`src/rtl/seq_pattern_gen.sv`:
```
// seq_pattern_gen: Moore serial bit-pattern generator.
// On start (sampled only when idle) it captures pattern, repeat_cnt and gap_cycles, then shifts
// the pattern out MSB first repeat_cnt times, with gap_cycles idle cycles between frames. A
// one-cycle done pulse follows the last frame.
// Ports:
//   clk         rising-edge clock
//   rst         synchronous active-high reset
//   start       run request, ignored while busy
//   pattern     PAT_W bits to send, MSB first
//   repeat_cnt  number of frames (0 = none, straight to done)
//   gap_cycles  idle cycles between frames (0 = back-to-back)
//   data_out    serial bit, 0 whenever data_valid is 0
//   data_valid  data_out carries a pattern bit
//   busy        high while shifting, in a gap, or signalling done
//   done        one-cycle completion pulse
module seq_pattern_gen #(
   parameter int unsigned PAT_W = 4,
   parameter int unsigned CNT_W = 4,
   parameter int unsigned GAP_W = 3
) (
   input  logic             clk,
   input  logic             rst,
   input  logic             start,
   input  logic [PAT_W-1:0] pattern,
   input  logic [CNT_W-1:0] repeat_cnt,
   input  logic [GAP_W-1:0] gap_cycles,
   output logic             data_out,
   output logic             data_valid,
   output logic             busy,
   output logic             done
);

   localparam int unsigned BIT_W = $clog2(PAT_W);

   typedef enum logic [1:0] {StIdle, StShift, StGap, StDone} state_e;

   state_e             state_q, state_d;
   logic [PAT_W-1:0]   pat_q, pat_d;      // captured pattern, reloaded per frame
   logic [PAT_W-1:0]   sh_q, sh_d;        // shift register, MSB is the current bit
   logic [BIT_W-1:0]   bit_q, bit_d;      // bit position within the frame
   logic [CNT_W-1:0]   frm_q, frm_d;      // frames remaining including the current one
   logic [GAP_W-1:0]   gap_q, gap_d;      // captured gap length
   logic [GAP_W-1:0]   gcnt_q, gcnt_d;    // gap cycles remaining including the current one

   logic               data_out_q, data_out_d;
   logic               data_valid_q, data_valid_d;
   logic               busy_q, busy_d;
   logic               done_q, done_d;

   always_comb begin
      state_d = state_q;
      pat_d   = pat_q;
      sh_d    = sh_q;
      bit_d   = bit_q;
      frm_d   = frm_q;
      gap_d   = gap_q;
      gcnt_d  = gcnt_q;

      unique case (state_q)
         StIdle: begin
            if (start) begin
               pat_d = pattern;
               sh_d  = pattern;
               gap_d = gap_cycles;
               frm_d = repeat_cnt;
               bit_d = '0;
               state_d = (repeat_cnt != '0) ? StShift : StDone;
            end
         end
         StShift: begin
            if (bit_q == BIT_W'(PAT_W - 1)) begin
               // End of frame; frm_q >= 1 here so the decrement never wraps.
               frm_d = frm_q - CNT_W'(1);
               bit_d = '0;
               if (frm_q > CNT_W'(1)) begin
                  if (gap_q != '0) begin
                     gcnt_d  = gap_q;
                     state_d = StGap;
                  end else begin
                     sh_d = pat_q;
                  end
               end else begin
                  state_d = StDone;
               end
            end else begin
               sh_d  = sh_q << 1;
               bit_d = bit_q + BIT_W'(1);
            end
         end
         StGap: begin
            if (gcnt_q == GAP_W'(1)) begin
               sh_d    = pat_q;
               bit_d   = '0;
               state_d = StShift;
            end else begin
               gcnt_d = gcnt_q - GAP_W'(1);
            end
         end
         StDone: begin
            state_d = StIdle;
         end
         default: begin
            state_d = StIdle;
         end
      endcase
   end

   // Outputs are registered copies decoded from the next state so they line up with state_q.
   always_comb begin
      data_valid_d = (state_d == StShift);
      data_out_d   = (state_d == StShift) ? sh_d[PAT_W-1] : 1'b0;
      busy_d       = (state_d != StIdle);
      done_d       = (state_d == StDone);
   end

   always_ff @(posedge clk) begin
      if (rst) begin
         state_q      <= StIdle;
         pat_q        <= '0;
         sh_q         <= '0;
         bit_q        <= '0;
         frm_q        <= '0;
         gap_q        <= '0;
         gcnt_q       <= '0;
         data_out_q   <= 1'b0;
         data_valid_q <= 1'b0;
         busy_q       <= 1'b0;
         done_q       <= 1'b0;
      end else begin
         state_q      <= state_d;
         pat_q        <= pat_d;
         sh_q         <= sh_d;
         bit_q        <= bit_d;
         frm_q        <= frm_d;
         gap_q        <= gap_d;
         gcnt_q       <= gcnt_d;
         data_out_q   <= data_out_d;
         data_valid_q <= data_valid_d;
         busy_q       <= busy_d;
         done_q       <= done_d;
      end
   end

   assign data_out   = data_out_q;
   assign data_valid = data_valid_q;
   assign busy       = busy_q;
   assign done       = done_q;

endmodule

```
`config.mk`:
```
export PLATFORM = sky130hd
export DESIGN_NAME = seq_pattern_gen
export DESIGN_NICKNAME = d
export VERILOG_FILES = /design/src/rtl/seq_pattern_gen.sv
export SDC_FILE = /design/constraint.sdc
export NUM_CORES = 1
export LEC_CHECK = 0
export BUFFER_PORTS_ARGS = -buffer_cell sky130_fd_sc_hd__buf_2
export CAP_MARGIN = 10
export CORE_MARGIN = 2
export CORE_UTILIZATION = 30
export DETAILED_ROUTE_END_ITERATION = 10
export GPL_TIMING_DRIVEN = 0
export HOLD_SLACK_MARGIN = 0.06
export MAX_ROUTING_LAYER = met4
export SLEW_MARGIN = 20
export SYNTH_ARGS = -nofsm -noshare
export SYNTH_HDL_FRONTEND = slang
export SYNTH_SLANG_ARGS = --single-unit
export TNS_END_PERCENT = 20
```
`constraint.sdc`:
```
create_clock -name clk -period 4.1 [get_ports clk]
set_clock_uncertainty 0.2 [all_clocks]
set_input_delay 1.23 -clock clk [delete_from_list [all_inputs] [get_ports clk]]
set_output_delay 1.23 -clock clk [all_outputs]
set_load 0.01 [all_outputs]
```
## Yosys cells after proc, flatten, opt, wreduce, memory -nomap -nowiden

Cells that the tools add are included.

- Output and inout port bits: 4
- Bits in registers: 26
- Word-level logic and storage cells: 70

- Equality and inequality tests: 15
- Reductions and logical operators: 13
- Muxes and demuxes: 25
- Bitwise gates (word level): 1
- $lt $le $gt $ge: 1
- $add $sub $neg: 3

Operators by type and width:

| kind | count |
|---|---|
| 2-to-1 mux 4 bit | 7 |
| 2-to-1 mux 2 bit | 9 |
| 2-to-1 mux 3 bit | 4 |
| inequality test 2 bit (second input constant) | 6 |
| one-hot mux 4 bit (3 select lines) | 1 |
| AND reduction 5 bit | 2 |
| == test 2 bit (second input constant) | 4 |
| one-hot mux 2 bit (4 select lines) | 1 |
| one-hot mux 4 bit (2 select lines) | 1 |
| inequality test 3 bit (second input constant) | 2 |
| one-hot mux 2 bit (3 select lines) | 1 |
| one-hot mux 3 bit (2 select lines) | 1 |
| AND reduction 3 bit | 2 |
| nonzero test 2 bit | 3 |
| nonzero test 3 bit | 2 |
| == test 2 x 1 -> 1 bit (second input constant) | 2 |
| greater-than comparator 4 x 1 -> 1 bit (second input constant) | 1 |
| nonzero test 4 bit | 1 |
| subtractor 4 x 1 -> 4 bit (second input constant) | 1 |
| == test 3 x 1 -> 1 bit (second input constant) | 1 |
| subtractor 3 x 1 -> 3 bit (second input constant) | 1 |
| adder 2 x 1 -> 2 bit (second input constant) | 1 |
| zero test 2 bit | 1 |
| AND reduction 2 bit | 1 |
| other kinds (2) | 2 |

## Logic depth before layout (Yosys ltp)

- Depth after elaboration: 8
- Mapped depth: 7

## Worst setup path after synthesis

OpenSTA, ideal clock, no wires.

- Path kind: input -> register
- Start: in start
- End: reg frm_q[0]
- Path buffers: 0
- Data required time: 3.772 ns
- Arrival time: 2.084 ns
- Cell stages on the path: 5
- Setup slack: 1.689 ns
- Library setup time: 0.128 ns
- Path through: nor3b_2 nor2b_2 mux2_1 a31oi_1 nor2_1

- Cells in the longest elaborated chain, start to end: 2

Ends and longest elaborated chain:

| item | line | RTL |
|---|---|---|
| from (decl) | 23 | `input logic start,` |
| inequality test 2 bit (no source line) | - |  |
| AND reduction 3 bit (no source line) | - |  |
| to (signal assigned) | 134 | `frm_q <= frm_d;` |
| to (decl) | 41 | `logic [CNT_W-1:0] frm_q, frm_d;` |

No other way between the ends.
A chain may end at the register's enable or synchronous reset.

## Final worst setup path

Ends and elaborated chain as after synthesis.

==> report_table.html <==
<table>
<tr><th>Metric</th><th>Value</th></tr>
<tr><th colspan="2">Outcome</th></tr>
<tr><td>Run status</td><td>finished clean</td></tr>
<tr><th colspan="2">Drt</th></tr>
<tr><td>Length of routed met2 wiring</td><td>1280 µm</td></tr>
<tr><td>Routed length on met3</td><td>111 µm</td></tr>
<tr><td>Vias after detailed routing</td><td>1153</td></tr>
<tr><td>Per-cell via count in the routed design</td><td>4.99</td></tr>
<tr><td>First DRT Iteration DRCs</td><td>51</td></tr>
<tr><td>Antenna viol nets, final</td><td>0</td></tr>
<tr><td>Drc violations</td><td>0</td></tr>
<tr><td>Pre-Repair DR Iteration Count</td><td>5</td></tr>
<tr><td>Wirelength, routed</td><td>2870 µm</td></tr>
<tr><td>Met1 wire length</td><td>1460 µm</td></tr>
<tr><td>Highest layer used for signal routing</td><td>met4</td></tr>
<tr><td>Average wire length per cell after detail routing</td><td>12.4 µm</td></tr>
<tr><th colspan="2">Pwr</th></tr>
<tr><td>Combinational power share</td><td>17.1%</td></tr>
<tr><td>Maximum vdd drop</td><td>0.149 mV</td></tr>
<tr><td>PnR Total Power</td><td>0.000597 W</td></tr>
<tr><td>Share of total power in sequential cells</td><td>47.0%</td></tr>
<tr><td>Leakage power summed over all cells</td><td>0.672 nW</td></tr>
<tr><td>Switching power</td><td>0.000153 W</td></tr>
<tr><td>Proportion of total power due to net switching</td><td>25.7%</td></tr>
<tr><td>Power density relative to cell area</td><td>371 nW/µm²</td></tr>
<tr><td>Clock Power Share</td><td>35.9%</td></tr>
<tr><td>Internal power</td><td>0.000443 W</td></tr>
<tr><th colspan="2">Floorplan</th></tr>
<tr><td>Std-Cell Core Area</td><td>4410 µm²</td></tr>
<tr><td>Floorplan die height</td><td>72.0 µm</td></tr>
<tr><td>Die W</td><td>72.0 µm</td></tr>
<tr><td>Number of top-level design ports</td><td>18</td></tr>
<tr><td>Placement row count</td><td>24</td></tr>
<tr><td>Initial standard-cell utilization of the core</td><td>31.4%</td></tr>
<tr><td>Full die area</td><td>5180 µm²</td></tr>
<tr><th colspan="2">GRT</th></tr>
<tr><td>Initial antenna violation count</td><td>0</td></tr>
<tr><td>Number of global-route vias before repair</td><td>1068</td></tr>
<tr><td>Global-route usage over all layers</td><td>12.2%</td></tr>
<tr><td>Wire length of the first global-routing pass</td><td>4890 µm</td></tr>
<tr><td>Largest net degree at the start of global routing</td><td>16</td></tr>
<tr><td>Total gr overflow</td><td>0</td></tr>
<tr><th colspan="2">Clock network</th></tr>
<tr><td>Cts repair resizes</td><td>0</td></tr>
<tr><td>Largest buffer count on any clock path</td><td>2</td></tr>
<tr><td>Quantity of hold-fixing buffers added after cts</td><td>0</td></tr>
<tr><td>Clock latency reported for the late side of the worst-skew pair</td><td>0.27 ns</td></tr>
<tr><td>Post-CTS setup-driven buffer insertion count</td><td>0</td></tr>
<tr><td>H-Tree Depth</td><td>1</td></tr>
<tr><td>Buffer type at the clock tree root</td><td>clkbuf_8</td></tr>
<tr><td>Clock tree from TritonCTS</td><td>built</td></tr>
<tr><td>Clock sink count</td><td>26</td></tr>
<tr><td>Number of CTS-inserted buffers</td><td>3</td></tr>
<tr><td>Clock transition at the register clock pins on the worst setup and hold paths after CTS</td><td>0.09 ns</td></tr>
<tr><th colspan="2">Worst setup path</th></tr>
<tr><td>Arrival time at the worst endpoint</td><td>2.33 ns</td></tr>
<tr><td>Required arrival time at the worst endpoint</td><td>4.05 ns</td></tr>
<tr><td>Crit Reg-Reg Endpoint</td><td>frm_q[0]$_SDFFE_PP0P_</td></tr>
<tr><td>Endpoint kind of the worst setup timing path</td><td>flip-flop</td></tr>
<tr><td>Register-to-register setup slack</td><td>2.12 ns</td></tr>
<tr><td>Sequence of cells on the critical path</td><td>buf_2 -&gt; nor3b_2 -&gt; nor2b_2 -&gt; mux2_1 -&gt; a31oi_1 -&gt; nor2_1</td></tr>
<tr><td>Critical Path Fanout Max</td><td>7</td></tr>
<tr><td>Master of the slowest instance on the critical path</td><td>mux2_1</td></tr>
<tr><td>Critical setup path kind</td><td>input port to flip-flop</td></tr>
<tr><td>Critical path launch point type</td><td>input port</td></tr>
<tr><td>Logic depth of the worst register-to-register path</td><td>6</td></tr>
<tr><td>Worst flop-to-flop path startpoint</td><td>bit_q[0]$_SDFFE_PP0P_</td></tr>
<tr><td>Origin of the worst setup path</td><td>start</td></tr>
<tr><td>Crit path largest cell delay</td><td>0.35 ns</td></tr>
<tr><td>Critical Path End</td><td>frm_q[0]$_SDFFE_PP0P_</td></tr>
<tr><th colspan="2">STA</th></tr>
<tr><td>Setup repair after global routing missed its margin</td><td>no</td></tr>
<tr><td>Worst slew pin tran</td><td>0.623 ns</td></tr>
<tr><td>Final min period</td><td>2.38 ns</td></tr>
<tr><td>Final Max Slew Viols</td><td>0</td></tr>
<tr><td>Tightest hold margin</td><td>0.255 ns</td></tr>
<tr><td>Final hold vios</td><td>0</td></tr>
<tr><td>Maximum clock frequency</td><td>421 MHz</td></tr>
<tr><td>Final setup violation count</td><td>0</td></tr>
<tr><td>Max_slew headroom</td><td>58.4%</td></tr>
<tr><td>Part of the cycle the worst path needs</td><td>58.0%</td></tr>
<tr><td>Setup tns final</td><td>0 ns</td></tr>
<tr><th colspan="2">Place</th></tr>
<tr><td>Buffers on Ports</td><td>17</td></tr>
<tr><td>Area post-placement</td><td>1540 µm²</td></tr>
<tr><td>Detailed placement HPWL</td><td>2160 µm</td></tr>
<tr><td>Final weighted congestion of routability-driven global placement</td><td>0.771</td></tr>
<tr><th colspan="2">Yosys</th></tr>
<tr><td>Number of warnings issued by yosys</td><td>0</td></tr>
<tr><td>EDFF count, synth</td><td>0</td></tr>
<tr><td>Count of distinct cell types in the synthesized netlist</td><td>38</td></tr>
<tr><td>Mean post-synth cell area</td><td>8.77 µm²</td></tr>
<tr><td>Synthesis-stage register bit count</td><td>26</td></tr>
<tr><td>Total nets after synthesis</td><td>177</td></tr>
<tr><td>Primary flip-flop cell chosen by synthesis mapping</td><td>dfxtp_1</td></tr>
<tr><td>Fraction of synthesis flops using an asynchronous set or reset pin</td><td>0%</td></tr>
<tr><td>Cell count after synthesis</td><td>158</td></tr>
<tr><td>Sequential fraction of the synthesis area</td><td>37.5%</td></tr>
<tr><td>Post-Synthesis Cell Area</td><td>1390 µm²</td></tr>
<tr><th colspan="2">Min path</th></tr>
<tr><td>Count of cells along the worst hold path</td><td>2</td></tr>
<tr><td>Hold crit path type</td><td>flip-flop to flip-flop</td></tr>
<tr><th colspan="2">Layout</th></tr>
<tr><td>Antenna cell count</td><td>0</td></tr>
<tr><td>Layout cell share with drive strength beyond 1</td><td>22.9%</td></tr>
<tr><td>Layout overhead on the synthesized area</td><td>16.0%</td></tr>
<tr><td>Final design instance area without fill</td><td>1610 µm²</td></tr>
<tr><td>Post-route core utilization</td><td>36.4%</td></tr>
<tr><td>Nets</td><td>199</td></tr>
<tr><th colspan="2">Run</th></tr>
<tr><td>MaxCap Viol Count</td><td>0</td></tr>
</table>
[cell families after synthesis]
logic type	after synthesis	synth area share, %
adders and majority gates	5	4.51
DFF	26	37.5
buffers and inverters	14	4.42
muxes	9	6.59
AOI/OAI and AO/OA	41	23.0
and+or+nand+nor	63	23.9
[area by class of cell]
cell class / instances / area, µm²
Timing Repair Buffer: 17 / 85.1
Inverter: 7 / 26.3
Sequential cell: 26 / 520
Clock buffer: 3 / 41.3
Multi-Input combinational cell: 118 / 805
Clock inverter: 1 / 30.0
Buffer: 7 / 35.0
Fill cell: 443 / 2810
Tap cell: 52 / 65.1
[power groups by stage]
stage                     Combinational [W]  Clock [W]  Sequential (W)
final                              0.000102   0.000214        0.000280
after global routing               0.000114   0.000226        0.000283
after CTS                          0.000102   0.000221        0.000280
after floorplan                   0.0000757          0        0.000285
after detailed placement           0.000102          0        0.000286
after global placement             0.000101          0        0.000286
[flip-flops by register name (all words and copies together) (netlist names), 2 cells and up]
name     count
sh_q         4
gcnt_q       3
gap_q        3
bit_q        2
frm_q        4
pat_q        4
state_q      2
[cells in the mapped netlist (2+ instances only)]
library cell,instances,area (µm²)
nand2_1,13,48.8
nand2b_1,7,43.8
nor2b_1,2,12.5
nor3_2,4,40.0
buf_2,4,20.0
a211oi_2,2,25.0
ha_1,5,62.6
nor2_1,28,105
a211oi_1,3,22.5
a21oi_1,10,50.1
mux2i_1,8,80.1
dfxtp_1,26,521
o22ai_1,2,12.5
inv_1,7,26.3
o22a_1,3,26.3
o21ai_0,8,40.0
clkbuf_1,2,7.51
a22oi_1,2,15.0
nor3_1,3,15.0
[critical path: cells and delay by family]
family                 cells  cell delay (ns)
buffers and inverters      1             0.14
AOI/OAI and AO/OA          1             0.14
and+or+nand+nor            3             0.48
muxes                      1             0.35
[worst min-delay path by stage]
stage	to	start
after floorplan	gcnt_q[1]$_SDFFE_PP0P_	gcnt_q[1]$_SDFFE_PP0P_
after global placement	gcnt_q[1]$_SDFFE_PP0P_	gcnt_q[1]$_SDFFE_PP0P_
after detailed placement	gcnt_q[1]$_SDFFE_PP0P_	gcnt_q[1]$_SDFFE_PP0P_
after CTS	gcnt_q[1]$_SDFFE_PP0P_	gcnt_q[1]$_SDFFE_PP0P_
after global routing	gcnt_q[1]$_SDFFE_PP0P_	gcnt_q[1]$_SDFFE_PP0P_
final	gcnt_q[1]$_SDFFE_PP0P_	gcnt_q[1]$_SDFFE_PP0P_
[routing by layer]
layer	GRT usage, %	vias to the layer above
li1	-	600
met4	3.77	0
met1	16.9	534
met2	18.1	17
met5	-	-
met3	1.94	2
[cell usage in the layout (no fill, tap or decap), types with 2 or more instances in the layout]
cell type,Yosys,final
inv_1,7,7
a211oi_2,2,2
clkbuf_8,0,3
ha_1,5,5
a22oi_1,2,2
o22ai_1,2,2
nor3_1,3,3
mux2i_1,8,8
clkbuf_1,2,2
buf_2,4,21
o21ai_0,8,8
a211oi_1,3,3
nor2b_1,2,2
nor3_2,4,4
o22a_1,3,3
dfxtp_1,26,26
a21oi_1,10,10
nand2b_1,7,7
nor2_1,28,28
nand2_1,13,13
[per-stage QoR]
stage	cells	worst slack, ns
after global placement	227	1.42
after global routing	231	1.65
after CTS	231	1.72
after detailed placement	227	1.42
final	231	1.72
after floorplan	158	1.69
Power figures use the tool's default switching activity.
